==> src/rtl/count_snapshot_unit.sv <==
`default_nettype none
//==============================================================================
// Module      : count_snapshot_unit
// Description : Samples the count of a slower, asynchronous 4-bit upstream
//               counter, filters glitches, tracks 15->0 wraps, flags skipped
//               counts and offers {wrap_count, q_acc} snapshots to a consumer
//               over a valid/ready handshake with one pending request slot.
//
// Ports       : clk         - rising-edge clock (>= 4x upstream counter clock)
//               clear       - synchronous active-high reset
//               q_in[3:0]   - upstream count, asynchronous, may glitch
//               cnt_clear   - upstream counter clear, asynchronous
//               snap_req    - one-cycle snapshot request
//               snap_ready  - consumer ready
//               snap_valid  - snapshot held and available
//               snap_data   - {wrap_count[7:0], q_acc[3:0]}
//               wrap_pulse  - one-cycle pulse on a natural 15->0 wrap
//               err_skip    - sticky: a non-consecutive count was accepted
//               overrun     - sticky: a snapshot request was dropped
//
// Revision    : 1.0 - initial release
//==============================================================================
module count_snapshot_unit (
    input  logic        clk,
    input  logic        clear,
    input  logic [3:0]  q_in,
    input  logic        cnt_clear,
    input  logic        snap_req,
    input  logic        snap_ready,
    output logic        snap_valid,
    output logic [11:0] snap_data,
    output logic        wrap_pulse,
    output logic        err_skip,
    output logic        overrun
);

    localparam int         c_CNT_W  = 4;
    localparam int         c_WRAP_W = 8;
    localparam int         c_SNAP_W = c_WRAP_W + c_CNT_W;

    localparam logic [0:0] c_S_IDLE = 1'b0;
    localparam logic [0:0] c_S_HOLD = 1'b1;

    localparam logic [c_CNT_W-1:0] c_CNT_MAX = '1;
    localparam logic [c_CNT_W-1:0] c_CNT_ONE = c_CNT_W'(1);

    //--------------------------------------------------------------------------
    // Two-flop synchronisers for the asynchronous count and clear
    //--------------------------------------------------------------------------
    logic [c_CNT_W-1:0] r_q_s1;
    logic [c_CNT_W-1:0] r_q_s2;
    logic               r_cc_s1;
    logic               r_cc_s2;

    always_ff @(posedge clk) begin
        if (clear) begin
            r_q_s1  <= '0;
            r_q_s2  <= '0;
            r_cc_s1 <= 1'b0;
            r_cc_s2 <= 1'b0;
        end else begin
            r_q_s1  <= q_in;
            r_q_s2  <= r_q_s1;
            r_cc_s1 <= cnt_clear;
            r_cc_s2 <= r_cc_s1;
        end
    end

    //--------------------------------------------------------------------------
    // Accept logic
    //--------------------------------------------------------------------------
    logic [c_CNT_W-1:0]  r_q_acc;
    logic [c_WRAP_W-1:0] r_wrap_count;
    logic                r_wrap_pulse;
    logic                r_err_skip;

    logic                w_stable;
    logic                w_accept;
    logic                w_wrap;
    logic                w_skip;
    logic [c_CNT_W-1:0]  w_q_succ;

    // Both synchroniser stages agreeing means the value was seen on two
    // consecutive edges; anything shorter is treated as a glitch.
    assign w_stable = (r_q_s2 == r_q_s1);
    assign w_accept = !r_cc_s2 && w_stable && (r_q_s2 != r_q_acc);
    assign w_q_succ = r_q_acc + c_CNT_ONE;
    assign w_wrap   = w_accept && (r_q_acc == c_CNT_MAX) && (r_q_s2 == '0);
    // 15->0 is the modulo-16 successor, so a natural wrap is never a skip.
    assign w_skip   = w_accept && (r_q_s2 != w_q_succ);

    always_ff @(posedge clk) begin
        if (clear) begin
            r_q_acc      <= '0;
            r_wrap_count <= '0;
            r_wrap_pulse <= 1'b0;
            r_err_skip   <= 1'b0;
        end else if (r_cc_s2) begin
            // Upstream counter is being cleared: follow it to zero and
            // suspend acceptance, wrap detection and skip checking.
            r_q_acc      <= '0;
            r_wrap_count <= '0;
            r_wrap_pulse <= 1'b0;
        end else begin
            r_wrap_pulse <= w_wrap;
            if (w_accept) begin
                r_q_acc <= r_q_s2;
            end
            if (w_wrap) begin
                r_wrap_count <= r_wrap_count + 1'b1;
            end
            if (w_skip) begin
                r_err_skip <= 1'b1;
            end
        end
    end

    //--------------------------------------------------------------------------
    // Snapshot FSM: one held snapshot plus one pending request
    //--------------------------------------------------------------------------
    logic [0:0]          r_state;
    logic                r_snap_valid;
    logic [c_SNAP_W-1:0] r_snap_data;
    logic                r_pending;
    logic                r_overrun;

    // Values are taken before this edge's accept, so a coincident accept is
    // not reflected in the captured snapshot.
    logic [c_SNAP_W-1:0] w_snap_word;
    assign w_snap_word = {r_wrap_count, r_q_acc};

    always_ff @(posedge clk) begin
        if (clear) begin
            r_state      <= c_S_IDLE;
            r_snap_valid <= 1'b0;
            r_snap_data  <= '0;
            r_pending    <= 1'b0;
            r_overrun    <= 1'b0;
        end else begin
            case (r_state)
                c_S_IDLE: begin
                    if (snap_req) begin
                        r_snap_data  <= w_snap_word;
                        r_snap_valid <= 1'b1;
                        r_state      <= c_S_HOLD;
                    end
                end
                c_S_HOLD: begin
                    if (snap_ready) begin
                        // Completion: serve a queued or coincident request
                        // back-to-back without dropping valid.
                        if (r_pending || snap_req) begin
                            r_snap_data <= w_snap_word;
                            r_pending   <= 1'b0;
                        end else begin
                            r_snap_valid <= 1'b0;
                            r_state      <= c_S_IDLE;
                        end
                    end else if (snap_req) begin
                        if (r_pending) begin
                            r_overrun <= 1'b1;
                        end else begin
                            r_pending <= 1'b1;
                        end
                    end
                end
                default: begin
                    r_snap_valid <= 1'b0;
                    r_pending    <= 1'b0;
                    r_state      <= c_S_IDLE;
                end
            endcase
        end
    end

    assign snap_valid = r_snap_valid;
    assign snap_data  = r_snap_data;
    assign wrap_pulse = r_wrap_pulse;
    assign err_skip   = r_err_skip;
    assign overrun    = r_overrun;

endmodule
`default_nettype wire

==> config.mk <==
export PLATFORM = sky130hd
export DESIGN_NAME = count_snapshot_unit
export DESIGN_NICKNAME = d
export VERILOG_FILES = /design/src/rtl/count_snapshot_unit.sv
export SDC_FILE = /design/constraint.sdc
export NUM_CORES = 1
export LEC_CHECK = 0
export BUFFER_PORTS_ARGS = -buffer_cell sky130_fd_sc_hd__buf_4
export CORE_MARGIN = 2
export CORE_UTILIZATION = 45
export DETAILED_ROUTE_END_ITERATION = 12
export PLACE_DENSITY = 0.68
export SLEW_MARGIN = 10
export SYNTH_ARGS = -nofsm -noshare
export SYNTH_HDL_FRONTEND = slang
export SYNTH_SLANG_ARGS = --single-unit
==> constraint.sdc <==
create_clock -name clk -period 1.93 [get_ports clk]
set_clock_uncertainty 0.2 [all_clocks]
set_input_delay 0.579 -clock clk [delete_from_list [all_inputs] [get_ports clk]]
set_output_delay 0.579 -clock clk [all_outputs]
set_load 0.03 [all_outputs]
# Word level (Yosys, flattened, before mapping)
# Cells that the tools add are included.
op_classes:
  eq_ne: 9
  reduce_logical: 15
  mux: 14
  bitwise_logic: 3
  add_sub_neg: 2
op_table:
  columns: ["cell", "n"]
  rows:
  - ["$mux 12", 3]
  - ["$pmux 12 s2", 1]
  - ["$reduce_and 3->1", 3]
  - ["$add 8x1->8 const B", 1]
  - ["$mux 1", 8]
  - ["$ne 4x4->1", 2]
  - ["$ne 2x2->1 const B", 3]
  - ["$logic_and 1x1->1", 5]
  - ["$add 4x1->4 const B", 1]
  - ["$eq 4x4->1", 1]
  - ["$eq 4x4->1 const B", 1]
  - ["$logic_not 4->1", 1]
  - ["$ne 2x1->1 const B", 2]
  - ["$pmux 1 s2", 2]
  - ["$reduce_and 4->1", 1]
  - ["$not 1->1", 3]
  - ["$reduce_and 2->1", 1]
  - ["$reduce_bool 2->1", 1]
  - ["$reduce_or 2->1", 1]
  - ["$logic_not 1->1", 1]
  - ["$logic_or 1x1->1", 1]
word_totals:
  word_cells: 56
  reg_bits: 40
  in_bits: 9
  out_inout_bits: 16

# Logic depth before layout (Yosys ltp)
logic_depth:
  word_depth: 5
  depth_mapped: 6
  mapped_depth_nobuf: 5

# Worst setup path before layout
# OpenSTA, ideal clock, no wires.
synth_timing:
  path_kind: "register to register"
  from: "reg r_q_acc[0]"
  to: "reg r_wrap_count[6]"
  period_less_slack_ns: 2.007
  stages_incl_launch_ff: 7
  path_slack_ns: -0.077
  setup_time_ns: 0.135
  n_path_buf: 1
  arrival_time_ns: 1.672
  required_time_ns: 1.595
  cell_sequence: "dfxtp_1 ha_1 nand4bb_1 or4_1 buf_2 o311ai_0 o41ai_1"
synth_via:
  elab_chain_cells: 4
  word_cells_on_any_way: 5
  classes_between: "eq/ne (2); reduce/logical (3)"
synth_rtl:
  columns: ["item", "line", "source"]
  rows:
  - ["from (decl)", "72", "logic [c_CNT_W-1:0] r_q_acc;"]
  - ["from (signal assigned)", "107", "r_q_acc <= r_q_s2;"]
  - ["$ne 4x4->1", "86", "assign w_accept = !r_cc_s2 && w_stable && (r_q_s2 != r_q_acc);"]
  - ["$logic_and 1x1->1", "86", null]
  - ["$logic_and 1x1->1 * (2 in a row)", "88", "assign w_wrap = w_accept && (r_q_acc == c_CNT_MAX) && (r_q_s2 == '0);"]
  - ["to (signal assigned)", "110", "r_wrap_count <= r_wrap_count + 1'b1;"]
  - ["to (decl)", "73", "logic [c_WRAP_W-1:0] r_wrap_count;"]
# Mark *: on every way between the ends. The rest lies on a longest branch, timed or not.
# A chain may end at the register's enable or synchronous reset.

# Worst setup path after layout
layout_timing:
  from: "reg r_q_s2[0]"
  to: "reg r_wrap_count[0]"
layout_via:
  elab_chain_cells: 5
  word_cells_on_any_way: 7
  classes_between: "eq/ne (2); reduce/logical (5)"
layout_rtl:
  columns: ["item", "line", "source"]
  rows:
  - ["from (decl)", "51", "logic [c_CNT_W-1:0] r_q_s2;"]
  - ["from (signal assigned)", "63", "r_q_s2 <= r_q_s1;"]
  - ["$eq 4x4->1", "85", "assign w_stable = (r_q_s2 == r_q_s1);"]
  - ["$logic_and 1x1->1 (2 in a row)", "86", null]
  - ["$logic_and 1x1->1", "88", null]
  - ["$logic_and 1x1->1 *", "88", null]
# Marked as above.

==> flow_summary.json <==
{
  "cts_tree": "done",
  "synth_top_area_cell": "dfxtp_1",
  "grt_overflow": 0,
  "avgSynthCellArea_um2": 9.49,
  "critPathRequiredTime_ps": 1960,
  "drv_slew": 0,
  "synth_area_um2": 1680,
  "hpwlAfterDp_mm": 2.63,
  "io_pins": 25,
  "min_period_ps": 2010,
  "hold_viol": 0,
  "switchingPower_mw": 0.404,
  "rrSetupSlack_ps": -80,
  "wl_per_cell_um": 13.8,
  "seq_area_frac_synth_pct": 47.7,
  "placed_area_um2": 2020,
  "rows": 22,
  "route.antenna.remaining_nets": 0,
  "clkLatencyLatePin_ps": 290,
  "synth-seq-cells": 40,
  "peakVddDrop_mv": 0.610,
  "cts_hold_buffers": 0,
  "synth_edf_count": 0,
  "num-fill-cells": 331,
  "final_cell_area_um2": 2180,
  "synth_async_sr_flop_share_pct": 0,
  "synthTopCellsByCount": "dfxtp_1, mux2i_1, nor2_1, nand2_1, nor2b_1",
  "yosysTopAreaCellShare_pct": 47.7,
  "syn-num-nets": 188,
  "clockBufferDepth": 2,
  "ys_types": 31,
  "p_int_mw": 1.21,
  "synth_area_leaders": "dfxtp_1, mux2i_1, nor2_1",
  "htree_num_levels": 2,
  "core_um2": 3630,
  "grt_pass1_wl_mm": 6.20,
  "synth.most_common_cell": "dfxtp_1",
  "drive_above_1_share_pct": 30.6,
  "seq_power_share_pct": 53.0,
  "dr.pass1.iters": 4,
  "crit_arrival_ps": 2040,
  "place_inst": 258,
  "setup_slack_ps": -76.5,
  "cts-root-buf": "clkbuf_8",
  "status": "finished with violations",
  "p_comb_share_pct": 10.4,
  "hold_path.class": "reg -> reg",
  "grt_pass1_vias": 1373,
  "violations": "setup timing",
  "leakagePower_nw": 0.960,
  "via_count": 1399,
  "fmax_mhz": 498,
  "grt_util_all_layers_pct": 19.3,
  "grt_max_degree": 35,
  "setup_tns_ps": -203,
  "gp_congestion": 0.866,
  "cts_sinks": 40,
  "fp.dieW_um": 65.1,
  "wl_mm": 3.68,
  "path_clk_slew_ps": 80,
  "fin_worst_hold_slack_ps": 268,
  "area_delta_synth_final_pct": 29.7,
  "drc": 0,
  "seq_area_um2": 806,
  "drtIter0Drc": 73,
  "multi_input_area_um2": 866,
  "cts-buffers-inserted": 5,
  "die_area_um2": 4240,
  "worst_pin_slew_ps": 558,
  "antenna_cells": 0,
  "crit_path_end_kind": "register",
  "start_kind": "register",
  "max_cap_viol_count": 0,
  "setup_violations": 4,
  "clkPwrFrac_pct": 36.5,
  "worstSetupPathType": "reg -> reg",
  "fin_crit_sh_pct": 104,
  "syn_inst": 177,
  "viasPerCell": 5.24,
  "cp_max_fo": 7,
  "swShare_pct": 25.0,
  "relSlewSlack_pct": 62.8,
  "place_ws_ps": -102,
  "nNetsFinal": 229,
  "total_power_mw": 1.62,
  "start_util_pct": 46.2,
  "synth_warnings": 0,
  "power.density_nw_per_um2": 741,
  "final_util_pct": 60.0,
  "io_buffer_count": 24,
  "final_cells": 267,
  "antenna_found_initial": 0,
  "fp.dieH_um": 65.1,
  "synth_ff_type": "dfxtp_1",
  "rsz0062_at_grt": "yes"
}
==> cells by family after synthesis <==
kind of cell	synth area share (%)
and+or+nand+nor	22.6
adders and majority gates	1.49
buffers and inverters	3.95
xor gates and xnor gates	5.73
muxes	12.5
DFF	47.7
AOI/OAI and AO/OA	6.03
==> repair_timing <==
action	CTS	global route
pin swaps	1	2
endpoints found under the setup margin	9	9
setup buffers	0	1
gates resized for setup	4	8
==> power by group through the flow <==
stage	logic (mW)	clock network, mW	registers, mW
2_1_floorplan	0.0933	0	0.880
3_3_place_gp	0.152	0	0.874
3_5_place_dp	0.157	0	0.876
4_1_cts	0.164	0.606	0.856
5_1_grt	0.184	0.637	0.859
6_report	0.169	0.590	0.857
==> worst max-delay path: stages (launching register included) <==
cell     delay [ps]
dfxtp_2         340
or3b_1          390
or4_4           540
or3_4           350
a21oi_2         130
==> registers in the layout, summed over array words and instances, names as in the netlist <==
signal / flops
err_skip: 1
overrun: 1
r_cc_s1: 1
r_cc_s2: 1
r_pending: 1
r_q_acc: 4
r_q_s1: 4
r_q_s2: 4
r_state: 1
r_wrap_count: 8
snap_data: 12
snap_valid: 1
wrap_pulse: 1
==> cells in the final DEF, fill, tap and decap left out, types with 2 or more instances in the layout <==
cell type	Yosys	layout
o21ai_0	3	3
nand3_1	9	8
clkinvlp_4	0	2
xor2_1	5	5
nor2_2	0	2
clkbuf_8	0	6
inv_1	4	4
a21oi_1	7	6
or3_1	7	6
mux2i_1	21	21
xnor2_1	6	6
buf_4	0	42
nand2_1	14	14
nor3_2	0	2
dfxtp_1	40	36
nor2b_1	10	10
dfxtp_2	0	4
and3_1	5	5
nor2_1	18	16
nand4_1	2	2
==> layer usage <==
layer / GRT usage (%) / wire [µm] / vias to the layer above
met1: 24.9 / 1690 / 666
met3: 4.79 / 147 / 7
met5: 0 / 0 / -
met4: 9.11 / 61 / 0
li1: - / - / 692
met2: 30.5 / 1780 / 34
==> final timing paths <==
kind                              from                           end  cells after the start
setup / recovery  r_q_s2[0]$_SDFF_PP0_  r_wrap_count[0]$_SDFFE_PP0P_                      4
hold / removal      r_cc_s1$_SDFF_PP0_            r_cc_s2$_SDFF_PP0_                      1
setup reg to reg  r_q_s2[0]$_SDFF_PP0_  r_wrap_count[0]$_SDFFE_PP0P_                      4
hold reg to reg     r_cc_s1$_SDFF_PP0_            r_cc_s2$_SDFF_PP0_                      1
==> layout make-up <==
type	instances	share of cell area (%)
clock buffers	6	3.79
clock inverters	2	0.689
inverters	4	0.689
multi-input cells	124	39.7
flip-flops and latches	40	37.0
well taps	48	2.76
repair buffers	43	15.4
(Power assumes the default switching activity.)
